--- config.mk ---
export PLATFORM = sky130hd
export DESIGN_NAME = multicycle_sequencer
export DESIGN_NICKNAME = d
export VERILOG_FILES = /design/src/rtl/cpu8_pkg.sv /design/src/rtl/opcode_decode.sv /design/src/rtl/multicycle_sequencer.sv
export SDC_FILE = /design/constraint.sdc
export NUM_CORES = 1
export LEC_CHECK = 0
export ABC_AREA = 1
export CAP_MARGIN = 20
export CELL_PAD_IN_SITES_DETAIL_PLACEMENT = 1
export CELL_PAD_IN_SITES_GLOBAL_PLACEMENT = 2
export CORE_UTILIZATION = 25
export DETAILED_ROUTE_END_ITERATION = 10
export GPL_ROUTABILITY_DRIVEN = 0
export GPL_TIMING_DRIVEN = 0
export PLACE_DENSITY_LB_ADDON = 0.1
export SLEW_MARGIN = 20
export SYNTH_ARGS = -nofsm -noshare
export SYNTH_HDL_FRONTEND = slang
export SYNTH_SLANG_ARGS = --single-unit
--- constraint.sdc ---
create_clock -name clk -period 1.8 [get_ports clk]
set_clock_uncertainty 0.2 [all_clocks]
set_input_delay 0.45 -clock clk [delete_from_list [all_inputs] [get_ports clk]]
set_output_delay 0.45 -clock clk [all_outputs]
set_load 0.01 [all_outputs]
--- src/rtl/cpu8_pkg.sv ---
// cpu8_pkg: shared definitions for the 8-bit multi-cycle processor control path.
//   - opcode constants (instruction bits [7:5])
//   - seq_state_t : sequencer FSM state encoding
//   - ctrl_t      : per-instruction datapath control bundle
package cpu8_pkg;

    localparam logic [2:0] OPC_ADD  = 3'b000;
    localparam logic [2:0] OPC_ADDI = 3'b100;
    localparam logic [2:0] OPC_SW   = 3'b101;
    localparam logic [2:0] OPC_LW   = 3'b110;
    localparam logic [2:0] OPC_SLL  = 3'b111;

    typedef enum logic [2:0] {
        S_IDLE   = 3'd0,
        S_FETCH  = 3'd1,
        S_DECODE = 3'd2,
        S_EXEC   = 3'd3,
        S_MEM    = 3'd4,
        S_WB     = 3'd5,
        S_TRAP   = 3'd6
    } seq_state_t;

    typedef struct packed {
        logic alu_src;     // 0 = register operand, 1 = immediate
        logic alu_op;      // 0 = add, 1 = shift-left-logical
        logic mem_write;   // data access is a store
        logic mem_to_reg;  // writeback selects memory data
        logic reg_wr;      // instruction writes the register file
    } ctrl_t;

endpackage

--- src/rtl/opcode_decode.sv ---
// opcode_decode: purely combinational opcode -> control bundle translation.
// Ports:
//   opcode  in   OPC_W  latched instruction opcode
//   ctrl    out  ctrl_t datapath controls for this opcode (all 0 when illegal)
//   illegal out  1      opcode has no defined instruction
module opcode_decode
    import cpu8_pkg::*;
#(
    parameter int OPC_W = 3
) (
    input  logic [OPC_W-1:0] opcode,
    output ctrl_t            ctrl,
    output logic             illegal
);

    always_comb begin
        // NOTE: every combinational output gets a default first so no path
        // leaves it unassigned, which would otherwise infer a latch.
        ctrl    = '0;
        illegal = 1'b0;
        case (opcode)
            OPC_ADD:  ctrl = '{alu_src: 1'b0, alu_op: 1'b0, mem_write: 1'b0, mem_to_reg: 1'b0, reg_wr: 1'b1};
            OPC_ADDI: ctrl = '{alu_src: 1'b1, alu_op: 1'b0, mem_write: 1'b0, mem_to_reg: 1'b0, reg_wr: 1'b1};
            OPC_SW:   ctrl = '{alu_src: 1'b1, alu_op: 1'b0, mem_write: 1'b1, mem_to_reg: 1'b0, reg_wr: 1'b0};
            OPC_LW:   ctrl = '{alu_src: 1'b1, alu_op: 1'b0, mem_write: 1'b0, mem_to_reg: 1'b1, reg_wr: 1'b1};
            OPC_SLL:  ctrl = '{alu_src: 1'b1, alu_op: 1'b1, mem_write: 1'b0, mem_to_reg: 1'b0, reg_wr: 1'b1};
            default:  illegal = 1'b1;
        endcase
    end

endmodule

--- src/rtl/multicycle_sequencer.sv ---
// multicycle_sequencer: FETCH/DECODE/EXEC/MEM/WB control FSM for the 8-bit
// processor. Runs the instruction and data memory handshakes and drives
// phase-qualified datapath strobes. Traps (sticky) on an illegal opcode or
// when a memory ack does not arrive within MEM_TIMEOUT cycles.
// Optional build macro MULTICYCLE_SEQUENCER_RETIRE_CNT_EN adds retired_cnt.
// Ports:
//   clk, rst_n              clock (rising edge), async active-low reset
//   run                     keep issuing instructions while high
//   imem_req/imem_ack/instr instruction fetch handshake and data
//   dmem_req/dmem_ack       data access handshake (mem_write marks a store)
//   ir_load, pc_inc         one-cycle IR latch / PC increment pulses
//   reg_write               one-cycle register-file write pulse in WB
//   alu_src, alu_op         ALU operand / operation select, DECODE..WB
//   mem_to_reg              writeback mux select, DECODE..WB
//   busy, trap              activity and sticky fault status
//   retired_cnt             (macro only) instructions retired, wraps
module multicycle_sequencer
    import cpu8_pkg::*;
#(
    parameter int OPC_W       = 3,
    parameter int INSTR_W     = 8,
    parameter int MEM_TIMEOUT = 15
) (
    input  logic               clk,
    input  logic               rst_n,
    input  logic               run,
    output logic               imem_req,
    input  logic               imem_ack,
    input  logic [INSTR_W-1:0] instr,
    output logic               dmem_req,
    input  logic               dmem_ack,
    output logic               ir_load,
    output logic               pc_inc,
    output logic               reg_write,
    output logic               mem_write,
    output logic               alu_src,
    output logic               alu_op,
    output logic               mem_to_reg,
    output logic               busy,
    output logic               trap
`ifdef MULTICYCLE_SEQUENCER_RETIRE_CNT_EN
    ,
    output logic [15:0]        retired_cnt
`endif
);

    // Counter only needs to reach MEM_TIMEOUT-1; the terminal cycle traps.
    localparam int TMO_W = (MEM_TIMEOUT > 1) ? $clog2(MEM_TIMEOUT) : 1;
    localparam logic [TMO_W-1:0] TMO_LAST = TMO_W'((MEM_TIMEOUT > 0) ? MEM_TIMEOUT - 1 : 0);

    seq_state_t       state_q, state_d;
    logic [OPC_W-1:0] opcode_q;
    ctrl_t            ctrl_q;
    ctrl_t            dec_ctrl;
    logic             dec_illegal;
    logic [TMO_W-1:0] tmo_cnt;
    logic             waiting;
    logic             ack_now;
    logic             tmo_hit;

    opcode_decode #(.OPC_W(OPC_W)) u_decode (
        .opcode  (opcode_q),
        .ctrl    (dec_ctrl),
        .illegal (dec_illegal)
    );

    assign waiting = (state_q == S_FETCH) || (state_q == S_MEM);
    assign ack_now = (state_q == S_FETCH) ? imem_ack : dmem_ack;
    // An ack in the terminal cycle takes priority over the timeout.
    assign tmo_hit = (MEM_TIMEOUT != 0) && waiting && !ack_now && (tmo_cnt == TMO_LAST);

    // State register.
    always_ff @(posedge clk or negedge rst_n) begin
        // NOTE: clocked state uses non-blocking assignments so every register
        // samples pre-edge values regardless of block evaluation order.
        if (!rst_n) state_q <= S_IDLE;
        else        state_q <= state_d;
    end

    // Next-state logic.
    always_comb begin
        state_d = state_q;
        case (state_q)
            S_IDLE:   if (run) state_d = S_FETCH;
            S_FETCH:  if (imem_ack) state_d = S_DECODE;
                      else if (tmo_hit) state_d = S_TRAP;
            S_DECODE: state_d = dec_illegal ? S_TRAP : S_EXEC;
            S_EXEC:   state_d = (opcode_q == OPC_SW || opcode_q == OPC_LW) ? S_MEM : S_WB;
            S_MEM:    if (dmem_ack) state_d = S_WB;
                      else if (tmo_hit) state_d = S_TRAP;
            S_WB:     state_d = run ? S_FETCH : S_IDLE;
            S_TRAP:   state_d = S_TRAP;
            default:  state_d = S_IDLE;
        endcase
    end

    // Output logic. Decoder output is used directly in DECODE and the
    // registered copy from EXEC onwards, so ALU selects are stable DECODE..WB.
    always_comb begin
        imem_req   = 1'b0;
        dmem_req   = 1'b0;
        ir_load    = 1'b0;
        pc_inc     = 1'b0;
        reg_write  = 1'b0;
        mem_write  = 1'b0;
        alu_src    = 1'b0;
        alu_op     = 1'b0;
        mem_to_reg = 1'b0;
        busy       = 1'b0;
        trap       = 1'b0;
        case (state_q)
            S_FETCH: begin
                busy     = 1'b1;
                imem_req = 1'b1;
                ir_load  = imem_ack;
            end
            S_DECODE: begin
                busy       = 1'b1;
                alu_src    = dec_ctrl.alu_src;
                alu_op     = dec_ctrl.alu_op;
                mem_to_reg = dec_ctrl.mem_to_reg;
            end
            S_EXEC, S_MEM, S_WB: begin
                busy       = 1'b1;
                alu_src    = ctrl_q.alu_src;
                alu_op     = ctrl_q.alu_op;
                mem_to_reg = ctrl_q.mem_to_reg;
                if (state_q == S_MEM) begin
                    dmem_req  = 1'b1;
                    mem_write = ctrl_q.mem_write;
                end
                if (state_q == S_WB) begin
                    pc_inc    = 1'b1;
                    reg_write = ctrl_q.reg_wr;
                end
            end
            S_TRAP:  trap = 1'b1;
            default: ;
        endcase
    end

    // Opcode and control registers.
    always_ff @(posedge clk or negedge rst_n) begin
        if (!rst_n) begin
            opcode_q <= '0;
            ctrl_q   <= '0;
        end else begin
            if (state_q == S_FETCH && imem_ack) opcode_q <= instr[INSTR_W-1 -: OPC_W];
            if (state_q == S_DECODE)            ctrl_q   <= dec_ctrl;
        end
    end

    // Wait counter: counts unacked FETCH/MEM cycles, clears on ack or any
    // state change.
    always_ff @(posedge clk or negedge rst_n) begin
        if (!rst_n) begin
            tmo_cnt <= '0;
        end else if (MEM_TIMEOUT != 0 && waiting && !ack_now && state_d == state_q) begin
            tmo_cnt <= tmo_cnt + 1'b1;
        end else begin
            tmo_cnt <= '0;
        end
    end

`ifdef MULTICYCLE_SEQUENCER_RETIRE_CNT_EN
    always_ff @(posedge clk or negedge rst_n) begin
        if (!rst_n)               retired_cnt <= '0;
        else if (state_q == S_WB) retired_cnt <= retired_cnt + 16'd1;
    end
`endif

endmodule

==> key figures <==
Finish
  – Diode count: 0
  – Layout Nets: 160
  – Share of cells above drive strength 1: 0.368
  – Non-filler instance count after layout: 188
  – Area delta synth->final: 51.3%
  – Final Util: 0.410

Setup path
  – CP Capture Type: output pin
  – Reg2reg start: state_q[0]
  – CP arrival: around 1.5 ns
  – CP Launch Point: state_q[1]
  – Crit Path Max Fanout: 3
  – Setup crit start kind: flip-flop
  – CP Data Required Time: between 1 and 1.5 ns
  – CP Class: flip-flop to output pin

Run status
  – Status: complete, but fails checks
  – Failing checks: setup timing

Routing
  – Post-Route WL: approximately 2300 um
  – DRC viols: 0
  – Routed Antenna Nets: 0
  – Wire length per cell: between 10 and 15 um
  – First-pass detailed-route iteration total: 4
  – Initial DRC Count: 31
  – Via/cell ratio: between 4 and 5
  – DR vias: around 800

Timing
  – Least-Margin Pin Slew: ~0.67 ns
  – Slew Limit Headroom: 0.552
  – Max Freq: roughly 0.48 GHz
  – Hold slack final: approximately 0.30 ns
  – Unrepaired setup endpoints after global routing: true
  – Final slew viol count: 0
  – Final setup violation count: 11
  – Setup ws final: -0.297 ns
  – Final worst-path cycle share: 1.16
  – Setup TNS: -1.72 ns
  – Tmin final: about 2.1 ns
  – Fin. Hold Viols: 0

Global route
  – Global-route wire length before repair: 3770 um
  – Largest net degree at the start of global routing: 16
  – Grt ovf: 0
  – Vias in the first global route: a little over 800
  – Initial antenna violation count: 0
  – GR Util All Layers: 0.146

Yosys
  – Post-synth EDFFs: 0
  – Cell area after synthesis: approximately 850 um^2
  – FF+latch count, synth: 15
  – Sequential area share after synthesis: 0.442
  – Syn nets: 120
  – Synth top area share: 0.442
  – Cells after synthesis: 105
  – Cell taking the most area after synthesis: dfrtp_1
  – Largest cells by area after synthesis: dfrtp_1, inv_1, nand2_1, nand3_1, o21ai_0
  – Post-synthesis area per instance: a little over 8 um^2
  – Async SR Flop Fraction: 1.00
  – YS warnings: 0
  – Ys flop type: dfrtp_1
  – Post-synthesis cell type count: 21

Clock network
  – CTS buffer count: 3
  – Worst-Skew Late Latency: between 0.2 and 0.3 ns
  – CTS H-tree depth: 1
  – Max clock buf depth: 2
  – CTS Sinks: 15
  – TritonCTS clock tree: built
  – Clock root cell: clkbuf_4
  – CTS clk-pin slew, worst paths: 0.09 ns

Floorplan
  – Row cnt: 20
  – Die Area: roughly 3600 um^2
  – Core Area: 3130 um^2
  – Die Y: about 60 um
  – I/O pins: 24
  – Initial core utilization: 0.271
  – Die X-Extent: ~60 um

Placed design
  – Port Buf Inserts: 18
  – Number of instances in the placed design: roughly 170
  – HPWL after DPL: ~1600 um
  – Dpl ws: -0.543 ns

Min path
  – Hold_sp: tmo_cnt[0]
  – Worst hold path class: flip-flop to flip-flop

Power and ir drop
  – Worst IR drop on VDD: about 470 uV
  – PD cells: around 1500 nW/um^2
  – Lkg Pwr: 0.650 nW

Run
  – Max Cap Viol: 0
path summary, 6_finish.rpt:
check	endpoint	cells past startpoint	slack (ns)
max	mem_to_reg	6	-0.30
min	tmo_cnt[0]	1	0.30
max reg2reg	state_q[1]	8	0.33
min reg2reg	tmo_cnt[0]	1	0.30
max in group asynchronous	state_q[1]	1	0.57
min in group asynchronous	ctrl_q[1]	1	0.36
registers in the layout, summed over array words and instances, names as in the netlist:
signal and flops:
ctrl_q 5, tmo_cnt 4, state_q 3, opcode_q 3
metrics by stage:
| stage | power [mW] | area (um^2) |
|---|---|---|
| after floorplan | 1.09 | 848 |
| after CTS | 1.89 | 1250 |
| after global routing | 2.11 | 1280 |
| after detailed placement | 1.41 | 1080 |
| final | 1.93 | 1280 |
| after global placement | 1.39 | 1080 |
layout make-up:
type	instances	area [um^2]
Inverter	21	101
Clock buffer	3	22.5
Fill cell	395	1840
Buffer	1	11.3
Sequential cell	15	378
Multi-Input combinational cell	68	415
Timing Repair Buffer	35	295
Tap cell	44	55.1
Clock inverter	1	5.00
power breakdown:
group | switching (mW) | internal, mW | total [mW]
clock network | 0.113 | 0.0826 | 0.196
registers | 0.101 | 0.459 | 0.560
logic | 0.627 | 0.545 | 1.17
total | 0.840 | 1.09 | 1.93
timing repair:
| action | in CTS | in global routing |
|---|---|---|
| gates cloned | 0 | 0 |
| endpoints found under the setup margin | 11 | 11 |
| resized for setup | 60 | 10 |
| pin swaps | 3 | 1 |
| hold buffers | 0 | 0 |
| endpoints found under the hold margin | 0 | 0 |
| buffers inserted | 13 | 5 |
cell usage in the layout, fill, tap and decap left out, types with 3 or more instances in the layout:
| master | n |
|---|---|
| inv_4 | 4 |
| buf_4 | 13 |
| nand2_1 | 14 |
| nand2_4 | 3 |
| nor2_1 | 9 |
| nand3_1 | 10 |
| buf_2 | 8 |
| o21ai_0 | 6 |
| buf_6 | 7 |
| nor2_4 | 3 |
| nand4_1 | 5 |
| inv_1 | 15 |
| clkdlybuf4s50_1 | 7 |
| dfrtp_1 | 13 |
| o21ai_1 | 7 |
| clkbuf_4 | 3 |
worst max-delay path, stage by stage, from the launching register on:
cell and delay [ns]:
dfrtp_2 0.46, buf_4 0.16, nand3_1 0.12, nand2_2 0.09
nor2_4 0.13, o21ai_1 0.07, buf_2 0.14
logic make-up after synthesis:
kind of cell             after synthesis  share of synthesized area
AO/OA/AOI/OAI                         13                     0.0767
XOR/XNOR                               2                     0.0207
adder cells (fa/ha/maj)                2                     0.0295
buffers and inverters                 22                      0.115
flip-flops                            15                      0.442
AND/OR/NAND/NOR                       51                      0.316
synth_stat cells (2+ instances only):
cell type	count
nor2_1	9
nand2_2	2
nor2_4	2
inv_2	3
o21ai_1	5
o21ai_0	8
nand3_1	10
dfrtp_1	15
nand2_1	16
nand3_2	3
inv_1	16
ha_1	2
nor3_1	2
nand4_1	5
per-layer routing:
metal	track usage	up-vias	wire length, um
li1	-	413	-
met1	0.189	388	1010
met2	0.232	17	1110
met3	0.0260	5	83
met4	0.0698	0	45
met5	0	-	0
Note: power is estimated with default switching activity, not from simulation.
